`src/rtl/serial_fourbits_subtractor.sv`:
```
// ---------------------------------------------------------------------------
// serial_fourbits_subtractor
//
// Bit-serial subtractor computing diff = a - b - borrow_in, LSB first, one bit
// per clock. It is the sequential counterpart of the combinational 4-bit adder
// in the arithmetic datapath. Both use the same borrow convention, so the
// adder can cross-check results with a = diff + b + borrow_in.
//
// Ports:
//   clk_i       rising-edge clock
//   rst_i       synchronous active-high reset
//   start_i     request; only accepted in IDLE or DONE
//   a_i         minuend, captured on accepted start
//   b_i         subtrahend, captured on accepted start
//   borrow_i    borrow-in, captured on accepted start
//   diff_o      registered result, held until next completion or reset
//   borrow_o    registered borrow-out (1 = a < b + borrow_i, unsigned)
//   busy_o      high while bits are being shifted
//   done_o      one-cycle pulse when diff_o/borrow_o are updated
//   overflow_o  signed overflow flag (only with SUB_OVERFLOW_FLAG_EN)
//
// Optional feature macro: SUB_OVERFLOW_FLAG_EN adds the overflow_o output.
// ---------------------------------------------------------------------------
module serial_fourbits_subtractor #(
  parameter int WIDTH = 4,
  parameter int CNT_W = 3
) (
  input  logic             clk_i,
  input  logic             rst_i,
  input  logic             start_i,
  input  logic [WIDTH-1:0] a_i,
  input  logic [WIDTH-1:0] b_i,
  input  logic             borrow_i,
  output logic [WIDTH-1:0] diff_o,
  output logic             borrow_o,
  output logic             busy_o,
  output logic             done_o
`ifdef SUB_OVERFLOW_FLAG_EN
  ,
  output logic             overflow_o
`endif
);

  typedef enum logic [1:0] {
    IDLE,
    SHIFT,
    DONE
  } state_e;

  state_e state_q, state_d;

  logic [WIDTH-1:0] shiftA_q, shiftA_d;
  logic [WIDTH-1:0] shiftB_q, shiftB_d;
  logic             bitBorrow_q, bitBorrow_d;
  logic [CNT_W-1:0] count_q, count_d;
  logic [WIDTH-2:0] partial_q, partial_d;
  logic [WIDTH-1:0] diff_q, diff_d;
  logic             borrowOut_q, borrowOut_d;

`ifdef SUB_OVERFLOW_FLAG_EN
  logic             msbA_q, msbA_d;
  logic             msbB_q, msbB_d;
  logic             overflow_q, overflow_d;
`endif

  logic             diffBit;
  logic             nextBorrow;
  logic [WIDTH-1:0] shiftedResult;
  logic             accept;
  logic             lastBit;

  // One full-subtractor slice working on the current LSBs of the captured
  // operands. The result register only keeps WIDTH-1 bits: the bit produced
  // in the final shift cycle goes straight into diff_o together with the
  // bits gathered so far, so no extra storage cycle is needed.
  always_comb begin
    diffBit       = shiftA_q[0] ^ shiftB_q[0] ^ bitBorrow_q;
    nextBorrow    = (~shiftA_q[0] & shiftB_q[0]) |
                    (~(shiftA_q[0] ^ shiftB_q[0]) & bitBorrow_q);
    shiftedResult = {diffBit, partial_q};
    accept        = start_i && ((state_q == IDLE) || (state_q == DONE));
    lastBit       = (count_q == CNT_W'(WIDTH - 1));
  end

  // Next-state and datapath update. Everything holds by default; a start is
  // honoured in IDLE and in DONE so operations can run back-to-back, and it
  // is ignored while shifting. The published result only changes on the
  // final shift cycle, never part-way through an operation.
  always_comb begin
    state_d     = state_q;
    shiftA_d    = shiftA_q;
    shiftB_d    = shiftB_q;
    bitBorrow_d = bitBorrow_q;
    count_d     = count_q;
    partial_d   = partial_q;
    diff_d      = diff_q;
    borrowOut_d = borrowOut_q;
`ifdef SUB_OVERFLOW_FLAG_EN
    msbA_d      = msbA_q;
    msbB_d      = msbB_q;
    overflow_d  = overflow_q;
`endif

    case (state_q)
      SHIFT: begin
        shiftA_d    = shiftA_q >> 1;
        shiftB_d    = shiftB_q >> 1;
        bitBorrow_d = nextBorrow;
        partial_d   = shiftedResult[WIDTH-1:1];
        count_d     = count_q + CNT_W'(1);
        if (lastBit) begin
          state_d     = DONE;
          diff_d      = shiftedResult;
          borrowOut_d = nextBorrow;
`ifdef SUB_OVERFLOW_FLAG_EN
          overflow_d  = (msbA_q != msbB_q) && (diffBit != msbA_q);
`endif
        end
      end
      IDLE, DONE: begin
        if (accept) begin
          state_d     = SHIFT;
          shiftA_d    = a_i;
          shiftB_d    = b_i;
          bitBorrow_d = borrow_i;
          count_d     = '0;
          partial_d   = '0;
`ifdef SUB_OVERFLOW_FLAG_EN
          msbA_d      = a_i[WIDTH-1];
          msbB_d      = b_i[WIDTH-1];
`endif
        end else begin
          state_d = IDLE;
        end
      end
      default: begin
        state_d = IDLE;
      end
    endcase
  end

  // State and datapath registers. Reset wins over everything, including an
  // operation in flight, and clears the published result as well.
  always_ff @(posedge clk_i) begin
    if (rst_i) begin
      state_q     <= IDLE;
      shiftA_q    <= '0;
      shiftB_q    <= '0;
      bitBorrow_q <= 1'b0;
      count_q     <= '0;
      partial_q   <= '0;
      diff_q      <= '0;
      borrowOut_q <= 1'b0;
`ifdef SUB_OVERFLOW_FLAG_EN
      msbA_q      <= 1'b0;
      msbB_q      <= 1'b0;
      overflow_q  <= 1'b0;
`endif
    end else begin
      state_q     <= state_d;
      shiftA_q    <= shiftA_d;
      shiftB_q    <= shiftB_d;
      bitBorrow_q <= bitBorrow_d;
      count_q     <= count_d;
      partial_q   <= partial_d;
      diff_q      <= diff_d;
      borrowOut_q <= borrowOut_d;
`ifdef SUB_OVERFLOW_FLAG_EN
      msbA_q      <= msbA_d;
      msbB_q      <= msbB_d;
      overflow_q  <= overflow_d;
`endif
    end
  end

  // Status flags come straight from the registered state, so they are
  // glitch-free and line up with the registered result.
  always_comb begin
    diff_o   = diff_q;
    borrow_o = borrowOut_q;
    busy_o   = (state_q == SHIFT);
    done_o   = (state_q == DONE);
`ifdef SUB_OVERFLOW_FLAG_EN
    overflow_o = overflow_q;
`endif
  end

endmodule

```
`config.mk`:
```
export PLATFORM = sky130hd
export DESIGN_NAME = serial_fourbits_subtractor
export DESIGN_NICKNAME = d
export VERILOG_FILES = /design/src/rtl/serial_fourbits_subtractor.sv
export SDC_FILE = /design/constraint.sdc
export NUM_CORES = 1
export LEC_CHECK = 0
export CORE_MARGIN = 10
export CORE_UTILIZATION = 50
export DETAILED_ROUTE_END_ITERATION = 6
export GPL_ROUTABILITY_DRIVEN = 0
export PLACE_DENSITY = 0.76
export SYNTH_ARGS = -nofsm -noshare
export SYNTH_HDL_FRONTEND = slang
export SYNTH_SLANG_ARGS = --single-unit
```
`constraint.sdc`:
```
create_clock -name clk_i -period 1.4 [get_ports clk_i]
set_input_delay 0.28 -clock clk_i [delete_from_list [all_inputs] [get_ports clk_i]]
set_output_delay 0.28 -clock clk_i [all_outputs]
set_load 0.02 [all_outputs]
```
# [Word level (Yosys, flattened, before mapping)]
# Cells that the tools add are included.
[totals] output_inout_bits=7 inputBits=12 reg_bits=22
[op_classes] n_eq_ne=5 n_mux=12 n_addsub=1 n_bitwise=7 reduce_logical=7
[op_table] cell="$pmux W4 S2" count=2
[op_table] cell="$pmux W3 S2" count=2
[op_table] cell="$mux W4" count=2
[op_table] cell="$pmux W2 S2" count=1
[op_table] cell="$reduce_and A2 Y1" count=2
[op_table] cell="$add A3 B1 Y3 const B" count=1
[op_table] cell="$eq A3 B2 Y1 const B" count=1
[op_table] cell="$mux W3" count=1
[op_table] cell="$and A1 B1 Y1" count=2
[op_table] cell="$eq A2 B1 Y1 const B" count=1
[op_table] cell="$eq A2 B2 Y1 const B" count=1
[op_table] cell="$logic_not A2 Y1" count=1
[op_table] cell="$mux W1" count=2
[op_table] cell="$mux W2" count=1
[op_table] cell="$ne A2 B1 Y1 const B" count=1
[op_table] cell="$ne A2 B2 Y1 const B" count=1
[op_table] cell="$not A1 Y1" count=2
[op_table] cell="$pmux W1 S2" count=1
[op_table] cell="$reduce_bool A2 Y1" count=1
[op_table] cell="$reduce_or A2 Y1" count=1
[op_table] cell="$xor A1 B1 Y1" count=2
[op_table] cell="$logic_and A1 B1 Y1" count=1
[op_table] cell="$logic_or A1 B1 Y1" count=1
[op_table] cell="$or A1 B1 Y1" count=1

# [Longest topological paths before layout]
# Gate-level depths: netlist of run 1.
[depth] ltp_word=5 mapped_depth=5 depth_no_buf=5

# [Least setup slack after synthesis of run 1]
# OpenSTA, ideal clock, no wires.
[synth_timing] kind="register to register" start="register count_q[0]" end="register borrowOut_q, in the netlist borrow_o" path_stages_with_launch=6 path_slack_ns=0.177 setup_time_ns=0.128 required_ns=1.272 t_arrival_ns=1.096 period_less_slack_ns=1.223 cell_sequence="dfxtp_1 -> ha_1 -> ha_1 -> nand3b_2 -> mux2i_1 -> nor2_1"
[synth_via] elab_chain_cells=2
[synth_lines] element="start, declared" line_no="55" source="logic [CNT_W-1:0] count_q, count_d;"
[synth_lines] element="start signal, assigned" line_no="164" source="count_q <= count_d;"
[synth_lines] element="$eq A3 B2 Y1" line_no="82" source="lastBit = (count_q == CNT_W'(WIDTH - 1));"
[synth_lines] element="$reduce_and A2 Y1 (no line)"
[synth_lines] element="end signal, assigned" line_no="167" source="borrowOut_q <= borrowOut_d;"
[synth_lines] element="end, declared" line_no="58" source="logic borrowOut_q, borrowOut_d;"
# No other way between the ends.
# A chain may end at the register's enable or synchronous reset.

# [Final worst setup path of run 1]
[layout_timing] start="register state_q[1]" end="output port busy_o"
[layout_via] elab_chain_cells=1
[layout_lines] element="start, declared" line_no="50" source="state_e state_q, state_d;"
[layout_lines] element="start signal, assigned" line_no="160" source="state_q <= state_d;"
[layout_lines] element="$eq A2 B1 Y1" line_no="181" source="busy_o = (state_q == SHIFT);"
[layout_lines] element="end, declared" line_no="36" source="output logic busy_o,"
# No other way between the ends.

==> metrics.txt, run 1 <==
# TYPE chip_impl_metric gauge
chip_impl_metric{name="synthesis.yosys.warnings",unit=""} 0
chip_impl_metric{name="achievable-frequency",unit="GHz"} 0.7625
chip_impl_metric{name="power",unit="mW"} 1.287
chip_impl_info{name="cts_tree",value="done"} 1
chip_impl_metric{name="die_x",unit="um"} 65.55
chip_impl_info{name="synth_area_leader_cell",value="sky130_fd_sc_hd__dfxtp_1"} 1
chip_impl_metric{name="seqCellArea",unit="um2"} 440.4
chip_impl_metric{name="ff2ff_setup_slack",unit="ns"} 0.12
chip_impl_info{name="yosys_most_used_dff",value="sky130_fd_sc_hd__dfxtp_1"} 1
chip_impl_metric{name="drt_pass1_iterations",unit=""} 4
chip_impl_metric{name="period_share",unit="%"} 93.68
chip_impl_info{name="outcome",value="finished clean"} 1
chip_impl_metric{name="timing_max_transition_violations_final",unit=""} 0
chip_impl_metric{name="num_cts_buffers",unit=""} 3
chip_impl_metric{name="initial_core_utilization",unit="%"} 52.87
chip_impl_info{name="cp-end-kind",value="primary output"} 1
chip_impl_metric{name="placement.io_buffers",unit=""} 18
chip_impl_metric{name="post-route-cell-area",unit="um2"} 1294
chip_impl_metric{name="cts_num_sinks",unit=""} 22
chip_impl_info{name="worst_setup_path_startpoint",value="state_q[1]$_SDFFE_PP0P_"} 1
chip_impl_metric{name="dr_total_vias",unit=""} 813
chip_impl_metric{name="drc",unit=""} 0
chip_impl_metric{name="syn-instance-count",unit=""} 105
chip_impl_info{name="hold_class",value="flop to flop"} 1
chip_impl_metric{name="postSynthNetCount",unit=""} 120
chip_impl_metric{name="cts_max_level",unit=""} 1
chip_impl_metric{name="total_nets_final",unit=""} 144
chip_impl_metric{name="numPlacedInstances",unit=""} 151
chip_impl_metric{name="grt_overflow",unit=""} 0
chip_impl_info{name="startpoint_type",value="flop"} 1
chip_impl_info{name="synthTopCellsByCount",value="22 x sky130_fd_sc_hd__dfxtp_1, 12 x sky130_fd_sc_hd__a21oi_1, 12 x sky130_fd_sc_hd__nand3_1"} 1
chip_impl_metric{name="whs",unit="ns"} 0.4667
chip_impl_metric{name="post_dp_cell_area",unit="um2"} 1267
chip_impl_metric{name="crit_required",unit="ns"} 1.12
chip_impl_metric{name="power_density",unit="nW/um2"} 994.5
chip_impl_metric{name="asyncSetResetFlopFracSynth",unit="%"} 0
chip_impl_metric{name="max-clock-path-buffers",unit=""} 2
chip_impl_metric{name="max_cap_violations",unit=""} 0
chip_impl_metric{name="worst_hold_path.num_cells",unit=""} 2
chip_impl_metric{name="ant_nets",unit=""} 0
chip_impl_metric{name="grt_pass1_wl",unit="mm"} 3.560
chip_impl_info{name="synth_most_common_cell",value="sky130_fd_sc_hd__dfxtp_1"} 1
chip_impl_metric{name="worstSkewPairLatency",unit="ns"} 0.30
chip_impl_info{name="synth_top_cells_by_area",value="sky130_fd_sc_hd__dfxtp_1 42%, sky130_fd_sc_hd__mux2i_1 7.7%, sky130_fd_sc_hd__nor3_2 6.8%"} 1
chip_impl_metric{name="first_global_vias",unit=""} 833
chip_impl_metric{name="layout-drive-gt1-share",unit="%"} 25.00
chip_impl_metric{name="vdd_ir_drop_max",unit="mV"} 0.5090
chip_impl_metric{name="hold_buffers",unit=""} 0
chip_impl_metric{name="grt.total_usage",unit="%"} 10.20
chip_impl_metric{name="die-area",unit="um2"} 4296
chip_impl_metric{name="clkTransAtPathRegs",unit="ns"} 0.12
chip_impl_metric{name="max-slew-margin-rel",unit="%"} 86.40
chip_impl_metric{name="post_synth_num_cell_types",unit=""} 24
chip_impl_metric{name="per_cell_routed_wire_length",unit="um"} 14.05
chip_impl_metric{name="row_count",unit=""} 16
chip_impl_info{name="reg2reg_to",value="partial_q[1]$_SDFFE_PP0P_"} 1
chip_impl_metric{name="pre_cts_ws",unit="ns"} -0.05268
chip_impl_metric{name="synth_largest_type_area_fraction",unit="%"} 42.46
chip_impl_metric{name="report.final.setup_viol",unit=""} 0
chip_impl_metric{name="hpwlAfterDp",unit="mm"} 1.703
chip_impl_metric{name="post_synth_instance_area",unit="um2"} 1037
chip_impl_info{name="worstSetupEndpoint",value="busy_o"} 1
chip_impl_metric{name="synthToLayoutAreaGrowth",unit="%"} 24.73
chip_impl_info{name="timing.setup.critical_path_class",value="flop to primary output"} 1
chip_impl_metric{name="synth_area_per_cell",unit="um2"} 9.879
chip_impl_metric{name="post_detailed_route_via_to_cell_ratio",unit=""} 5.245
chip_impl_metric{name="drt_iter0_drc",unit=""} 11
chip_impl_info{name="ctsRootBufferMaster",value="sky130_fd_sc_hd__clkbuf_4"} 1
chip_impl_metric{name="synth-seq-area-share",unit="%"} 42.46
chip_impl_metric{name="tightest_slew",unit="ns"} 0.1983
chip_impl_metric{name="route.final.wire_length",unit="mm"} 2.177
chip_impl_metric{name="final.setup_skew",unit="ns"} 0.003715
chip_impl_metric{name="multi_input_area",unit="um2"} 521.8
chip_impl_metric{name="layout.core_utilization",unit="%"} 65.94
chip_impl_metric{name="io-pin-count",unit=""} 19
chip_impl_metric{name="antenna_found_initial",unit=""} 0
chip_impl_metric{name="instances_no_fill",unit=""} 155
chip_impl_info{name="grt_setup_unrepaired",value="no"} 1
chip_impl_metric{name="power_leakage",unit="nW"} 0.5154
chip_impl_metric{name="yosys_register_bits",unit=""} 22
chip_impl_metric{name="n_antenna_cell",unit=""} 0
chip_impl_metric{name="critical_path_peak_fanout",unit=""} 3
chip_impl_metric{name="finalWorstSetupSlack",unit="ns"} 0.08844
chip_impl_metric{name="grt_start_max_net_pins",unit=""} 18
chip_impl_info{name="worst_hold_startpoint",value="diff_o[3]$_SDFFE_PP0P_"} 1
chip_impl_metric{name="num-fill-cells",unit=""} 173
chip_impl_metric{name="worst_ep_arrival_time",unit="ns"} 1.03
chip_impl_metric{name="ff2ff_path_depth",unit=""} 5
chip_impl_metric{name="timing.setup.tns",unit="ns"} 0
chip_impl_metric{name="coreArea",unit="um2"} 1962
chip_impl_metric{name="die_height",unit="um"} 65.55
chip_impl_metric{name="number_of_flops_mapped_to_enable_cells_by_yosys",unit=""} 0
chip_impl_metric{name="period_needed",unit="ns"} 1.312
chip_impl_info{name="critical_path.reg2reg.startpoint",value="state_q[0]$_SDFFE_PP0P_"} 1
chip_impl_metric{name="final-hold-violation-count",unit=""} 0
-- state kept, by name, indices dropped and copies added (netlist names) --
| register | flops |
|---|---|
| bitBorrow_q | 1 |
| borrow_o | 1 |
| count_q | 3 |
| diff_o | 4 |
| partial_q | 3 |
| shiftA_q | 4 |
| shiftB_q | 4 |
| state_q | 2 |
-- final cells by class --
cell class | count | share of cell area (%)
multi-input cells | 71 | 40.33
flip-flops and latches | 22 | 34.04
repair buffers | 26 | 18.57
clock buffers | 4 | 2.805
well taps | 27 | 2.611
inverters | 5 | 1.644
-- cells by family (layout without fill, tap and decap cells) --
group	after synthesis	in the layout	share of synthesized area, %
simple gates	40	40	24.01
flops	22	22	42.46
fa+ha+maj	3	3	4.342
mux	8	8	7.720
compound gates	20	20	13.99
buf+inv	12	35	7.478
-- critical path, cell delays in order, from the launching register on --
cell                       delay [ns]
sky130_fd_sc_hd__dfxtp_1         0.33
sky130_fd_sc_hd__nand2b_2        0.20
sky130_fd_sc_hd__inv_4           0.06
sky130_fd_sc_hd__buf_2           0.15
-- worst min-delay path by stage --
stage | endpoint | slack (ns)
after floorplan | bitBorrow_q$_SDFFE_PP0P_ | 0.35
after global placement | diff_o[2]$_SDFFE_PP0P_ | 0.44
after detailed placement | diff_o[3]$_SDFFE_PP0P_ | 0.45
after CTS | diff_o[3]$_SDFFE_PP0P_ | 0.47
after global routing | diff_o[2]$_SDFFE_PP0P_ | 0.50
final | diff_o[3]$_SDFFE_PP0P_ | 0.47
-- routing by layer --
| layer | share of wire (%) | GRT usage [%] | routed length [um] | vias to the layer above |
|---|---|---|---|---|
| met5 | 0 | 0 | 0 | - |
| li1 | - | - | - | 408 |
| met2 | 52 | 17.93 | 1122 | 13 |
| met1 | 44 | 10.89 | 948 | 390 |
| met3 | 4.4 | 3.051 | 96 | 2 |
| met4 | 0.41 | 4.813 | 9 | 0 |
-- report_power, final --
part / internal [mW] / switching, mW / leakage [nW] / total [mW]
combinational: 0.129 / 0.132 / 0.315 / 0.261
clock: 0.158 / 0.179 / 0.0210 / 0.337
sequential: 0.661 / 0.0271 / 0.180 / 0.688
-- timing repair --
item | in CTS | in global routing
setup endpoints to repair | 8 | 1
setup buffers | 0 | 0
gates resized for setup | 14 | 1
-- cell usage in the layout, fill, tap and decap left out --
master and count:
sky130_fd_sc_hd__dfxtp_1 22, sky130_fd_sc_hd__nand3_1 12, sky130_fd_sc_hd__a21oi_1 12, sky130_fd_sc_hd__clkdlybuf4s50_1 11, sky130_fd_sc_hd__nand2_1 10, sky130_fd_sc_hd__mux2i_1 8
sky130_fd_sc_hd__nor3_2 7, sky130_fd_sc_hd__buf_4 6, sky130_fd_sc_hd__a211oi_2 5, sky130_fd_sc_hd__dlygate4sd2_1 5, sky130_fd_sc_hd__inv_1 4, sky130_fd_sc_hd__nor2_1 3
sky130_fd_sc_hd__clkbuf_4 3, sky130_fd_sc_hd__nand2b_2 2, sky130_fd_sc_hd__a211oi_1 2, sky130_fd_sc_hd__nand2b_1 2, sky130_fd_sc_hd__ha_1 2, sky130_fd_sc_hd__buf_2 2
sky130_fd_sc_hd__inv_4 1, sky130_fd_sc_hd__nor2b_1 1, sky130_fd_sc_hd__nand3b_2 1, sky130_fd_sc_hd__nand2_4 1, sky130_fd_sc_hd__nor2b_4 1, sky130_fd_sc_hd__o21a_1 1
sky130_fd_sc_hd__fa_1 1, sky130_fd_sc_hd__clkbuf_8 1, sky130_fd_sc_hd__buf_12 1, sky130_fd_sc_hd__buf_6 1
(Power assumes the default switching activity.)
==> run 2, diff against run 1 <==
- CORE_MARGIN: 10 -> 2
- clock period: 1.4 -> 1.6 ns (I/O delays scaled with it)
==> metrics.txt, run 2 (same netlist as run 1, synthesis figures left out) <==
# TYPE chip_impl_metric gauge
chip_impl_info{name="outcome",value="finished clean"} 1
chip_impl_info{name="reg2reg_to",value="partial_q[2]$_SDFFE_PP0P_"} 1
chip_impl_info{name="grt_setup_unrepaired",value="no"} 1
chip_impl_metric{name="pre_cts_ws",unit="ns"} 0.1167
chip_impl_info{name="worstPathCellList",value="nand2b_2 > inv_4 > dlygate4sd2_1"} 1
chip_impl_metric{name="worstSkewPairLatency",unit="ns"} 0.29
chip_impl_metric{name="cts_num_sinks",unit=""} 22
chip_impl_metric{name="period_share",unit="%"} 95.30
chip_impl_metric{name="drt_iter0_drc",unit=""} 8
chip_impl_metric{name="report.final.setup_viol",unit=""} 0
chip_impl_metric{name="path_buf_inv",unit=""} 2
chip_impl_metric{name="row_count",unit=""} 16
chip_impl_metric{name="numPlacedInstances",unit=""} 148
chip_impl_metric{name="max-clock-path-buffers",unit=""} 2
chip_impl_metric{name="total_nets_final",unit=""} 141
chip_impl_metric{name="layout.core_utilization",unit="%"} 65.18
chip_impl_metric{name="worst_ep_arrival_time",unit="ns"} 1.20
chip_impl_metric{name="route.final.wire_length",unit="mm"} 1.820
chip_impl_metric{name="num_cts_buffers",unit=""} 3
chip_impl_info{name="timing.setup.critical_path_class",value="flop to primary output"} 1
chip_impl_metric{name="post-cts-setup-buffers",unit=""} 0
chip_impl_metric{name="die-area",unit="um2"} 2455
chip_impl_metric{name="synthToLayoutAreaGrowth",unit="%"} 23.28
chip_impl_info{name="timing.critical_path.max_delay_family",value="buffers and inverters"} 1
chip_impl_metric{name="power_leakage",unit="nW"} 0.5691
chip_impl_metric{name="per_cell_routed_wire_length",unit="um"} 11.97
chip_impl_metric{name="coreArea",unit="um2"} 1962
chip_impl_metric{name="antenna_found_initial",unit=""} 0
chip_impl_info{name="startpoint_type",value="flop"} 1
chip_impl_metric{name="power",unit="mW"} 1.110
chip_impl_info{name="holdPathEnd",value="diff_o[0]$_SDFFE_PP0P_"} 1
chip_impl_metric{name="final.setup_skew",unit="ns"} 0.001331
chip_impl_metric{name="power_density",unit="nW/um2"} 868.3
chip_impl_metric{name="critical-path-max-stage-delay",unit="ns"} 0.34
chip_impl_info{name="hold_class",value="flop to flop"} 1
chip_impl_metric{name="n_antenna_cell",unit=""} 0
chip_impl_metric{name="grt.total_usage",unit="%"} 16.39
chip_impl_metric{name="die_x",unit="um"} 49.55
chip_impl_info{name="cpMaxStageDelayCell",value="sky130_fd_sc_hd__dfxtp_1"} 1
chip_impl_metric{name="achievable-frequency",unit="GHz"} 0.6558
chip_impl_metric{name="instances_no_fill",unit=""} 152
chip_impl_metric{name="clkTransAtPathRegs",unit="ns"} 0.12
chip_impl_metric{name="p_sw",unit="uW"} 291.6
chip_impl_info{name="layout_common_cells",value="22 x sky130_fd_sc_hd__dfxtp_1, 12 x sky130_fd_sc_hd__nand3_1, 12 x sky130_fd_sc_hd__a21oi_1, 11 x sky130_fd_sc_hd__clkdlybuf4s50_1, 10 x sky130_fd_sc_hd__nand2_1"} 1
chip_impl_metric{name="layout-drive-gt1-share",unit="%"} 20.80
chip_impl_metric{name="clock_power_share",unit="%"} 26.8
chip_impl_metric{name="critical_path_peak_fanout",unit=""} 3
chip_impl_metric{name="timing_max_transition_violations_final",unit=""} 0
chip_impl_metric{name="grt_overflow",unit=""} 0
chip_impl_info{name="ctsRootBufferMaster",value="sky130_fd_sc_hd__clkbuf_4"} 1
chip_impl_info{name="most_common_cell_after_layout_fill_and_taps_aside",value="sky130_fd_sc_hd__dfxtp_1"} 1
chip_impl_metric{name="crit_required",unit="ns"} 1.28
chip_impl_metric{name="tightest_slew",unit="ns"} 0.3017
chip_impl_info{name="worst_hold_startpoint",value="diff_o[0]$_SDFFE_PP0P_"} 1
chip_impl_metric{name="hpwlAfterDp",unit="mm"} 1.313
chip_impl_metric{name="placement.io_buffers",unit=""} 18
chip_impl_metric{name="initial_core_utilization",unit="%"} 52.87
chip_impl_metric{name="final-hold-violation-count",unit=""} 0
chip_impl_metric{name="max_cap_violations",unit=""} 0
chip_impl_metric{name="max-slew-margin-rel",unit="%"} 79.85
chip_impl_metric{name="die_height",unit="um"} 49.55
chip_impl_metric{name="grt_start_max_net_pins",unit=""} 23
chip_impl_metric{name="timing.setup.tns",unit="ns"} 0
chip_impl_metric{name="power_frac_comb",unit="%"} 19.0
chip_impl_metric{name="finalWorstSetupSlack",unit="ns"} 0.07515
chip_impl_metric{name="num-fill-cells",unit=""} 179
chip_impl_info{name="cts_tree",value="done"} 1
chip_impl_metric{name="ant_nets",unit=""} 0
chip_impl_metric{name="drt_pass1_iterations",unit=""} 4
chip_impl_metric{name="period_needed",unit="ns"} 1.525
chip_impl_metric{name="worst_hold_path.num_cells",unit=""} 2
chip_impl_metric{name="io-pin-count",unit=""} 19
chip_impl_metric{name="first_global_vias",unit=""} 720
chip_impl_metric{name="grt_pass1_wl",unit="mm"} 3.180
chip_impl_metric{name="drc",unit=""} 0
chip_impl_metric{name="ff2ff_setup_slack",unit="ns"} 0.25
chip_impl_metric{name="cellInternalPower",unit="uW"} 818.7
chip_impl_metric{name="ff2ff_path_depth",unit=""} 5
chip_impl_metric{name="cts_max_level",unit=""} 1
chip_impl_metric{name="vdd_ir_drop_max",unit="mV"} 0.5468
chip_impl_info{name="critical_path.reg2reg.startpoint",value="state_q[0]$_SDFFE_PP0P_"} 1
chip_impl_metric{name="netSwitchingFraction",unit="%"} 26.26
chip_impl_metric{name="dr_total_vias",unit=""} 777
chip_impl_info{name="cp-end-kind",value="primary output"} 1
chip_impl_metric{name="post_detailed_route_via_to_cell_ratio",unit=""} 5.112
chip_impl_metric{name="power.share.sequential",unit="%"} 54.2
==> run 2: power groups by stage <==
| stage | Sequential (mW) | Clock, mW | Combinational (mW) |
|---|---|---|---|
| 2_1_floorplan | 0.608 | 0 | 0.163 |
| 3_3_place_gp | 0.613 | 0 | 0.210 |
| 3_5_place_dp | 0.614 | 0 | 0.213 |
| 4_1_cts | 0.602 | 0.309 | 0.212 |
| 5_1_grt | 0.607 | 0.328 | 0.233 |
| 6_report | 0.602 | 0.297 | 0.211 |
==> run 2: worst reg2reg max path, delay by kind of cell (launching register included) <==
kind / cells / cell delay (ns)
AOI/OAI and AO/OA: 1 / 0.15
buffers and inverters: 2 / 0.43
DFF: 1 / 0.42
and+or+nand+nor: 2 / 0.30
==> run 2: layer usage <==
metal | wire, um | track usage, % | share of wire (%) | vias up
li1 | - | - | - | 404
met1 | 845 | 21.81 | 46 | 360
met2 | 914 | 27.56 | 50 | 11
met3 | 46 | 1.818 | 2.5 | 2
met4 | 13 | 5.556 | 0.71 | 0
met5 | 0 | 0 | 0 | -
==> run 2: final cells by class <==
cell class	instances	area [um2]	area share [%]
Multi-Input combinational cell	71	519.2	40.61
Sequential cell	22	440.4	34.44
Timing Repair Buffer	23	227.7	17.81
Clock buffer	4	36.28	2.838
Tap cell	27	33.78	2.642
Inverter	5	21.27	1.663
==> run 2: what timing repair did <==
item | in CTS | in global routing
endpoints found under the hold margin | 0 | 0
gates resized for setup | 2 | 5
pin swaps | 0 | 0
hold buffers | 0 | 0
cloned | 0 | 0
endpoints found under the setup margin | 2 | 5
==> run 2: worst max-delay path by stage <==
| stage | endpoint | slack, ns | start | cells after the start |
|---|---|---|---|---|
| 5_1_grt | busy_o | 0.001 | state_q[0]$_SDFFE_PP0P_ | 3 |
| 2_1_floorplan | borrow_o$_SDFFE_PP0P_ | 0.38 | count_q[0]$_SDFFE_PP0P_ | 5 |
| 3_5_place_dp | bitBorrow_q$_SDFFE_PP0P_ | 0.12 | start_i | 4 |
| 3_3_place_gp | shiftA_q[2]$_SDFFE_PP0P_ | 0.14 | start_i | 4 |
| 6_report | busy_o | 0.08 | state_q[1]$_SDFFE_PP0P_ | 3 |
| 4_1_cts | diff_o[3] | 0.01 | diff_o[3]$_SDFFE_PP0P_ | 1 |
==> run 2: per-stage QoR <==
stage | area, um2 | hold WS [ns]
4_1_cts | 1266 | 0.4631
3_3_place_gp | 1232 | 0.4441
2_1_floorplan | 1037 | 0.3928
3_5_place_dp | 1232 | 0.4458
6_report | 1279 | 0.4582
5_1_grt | 1279 | 0.4857
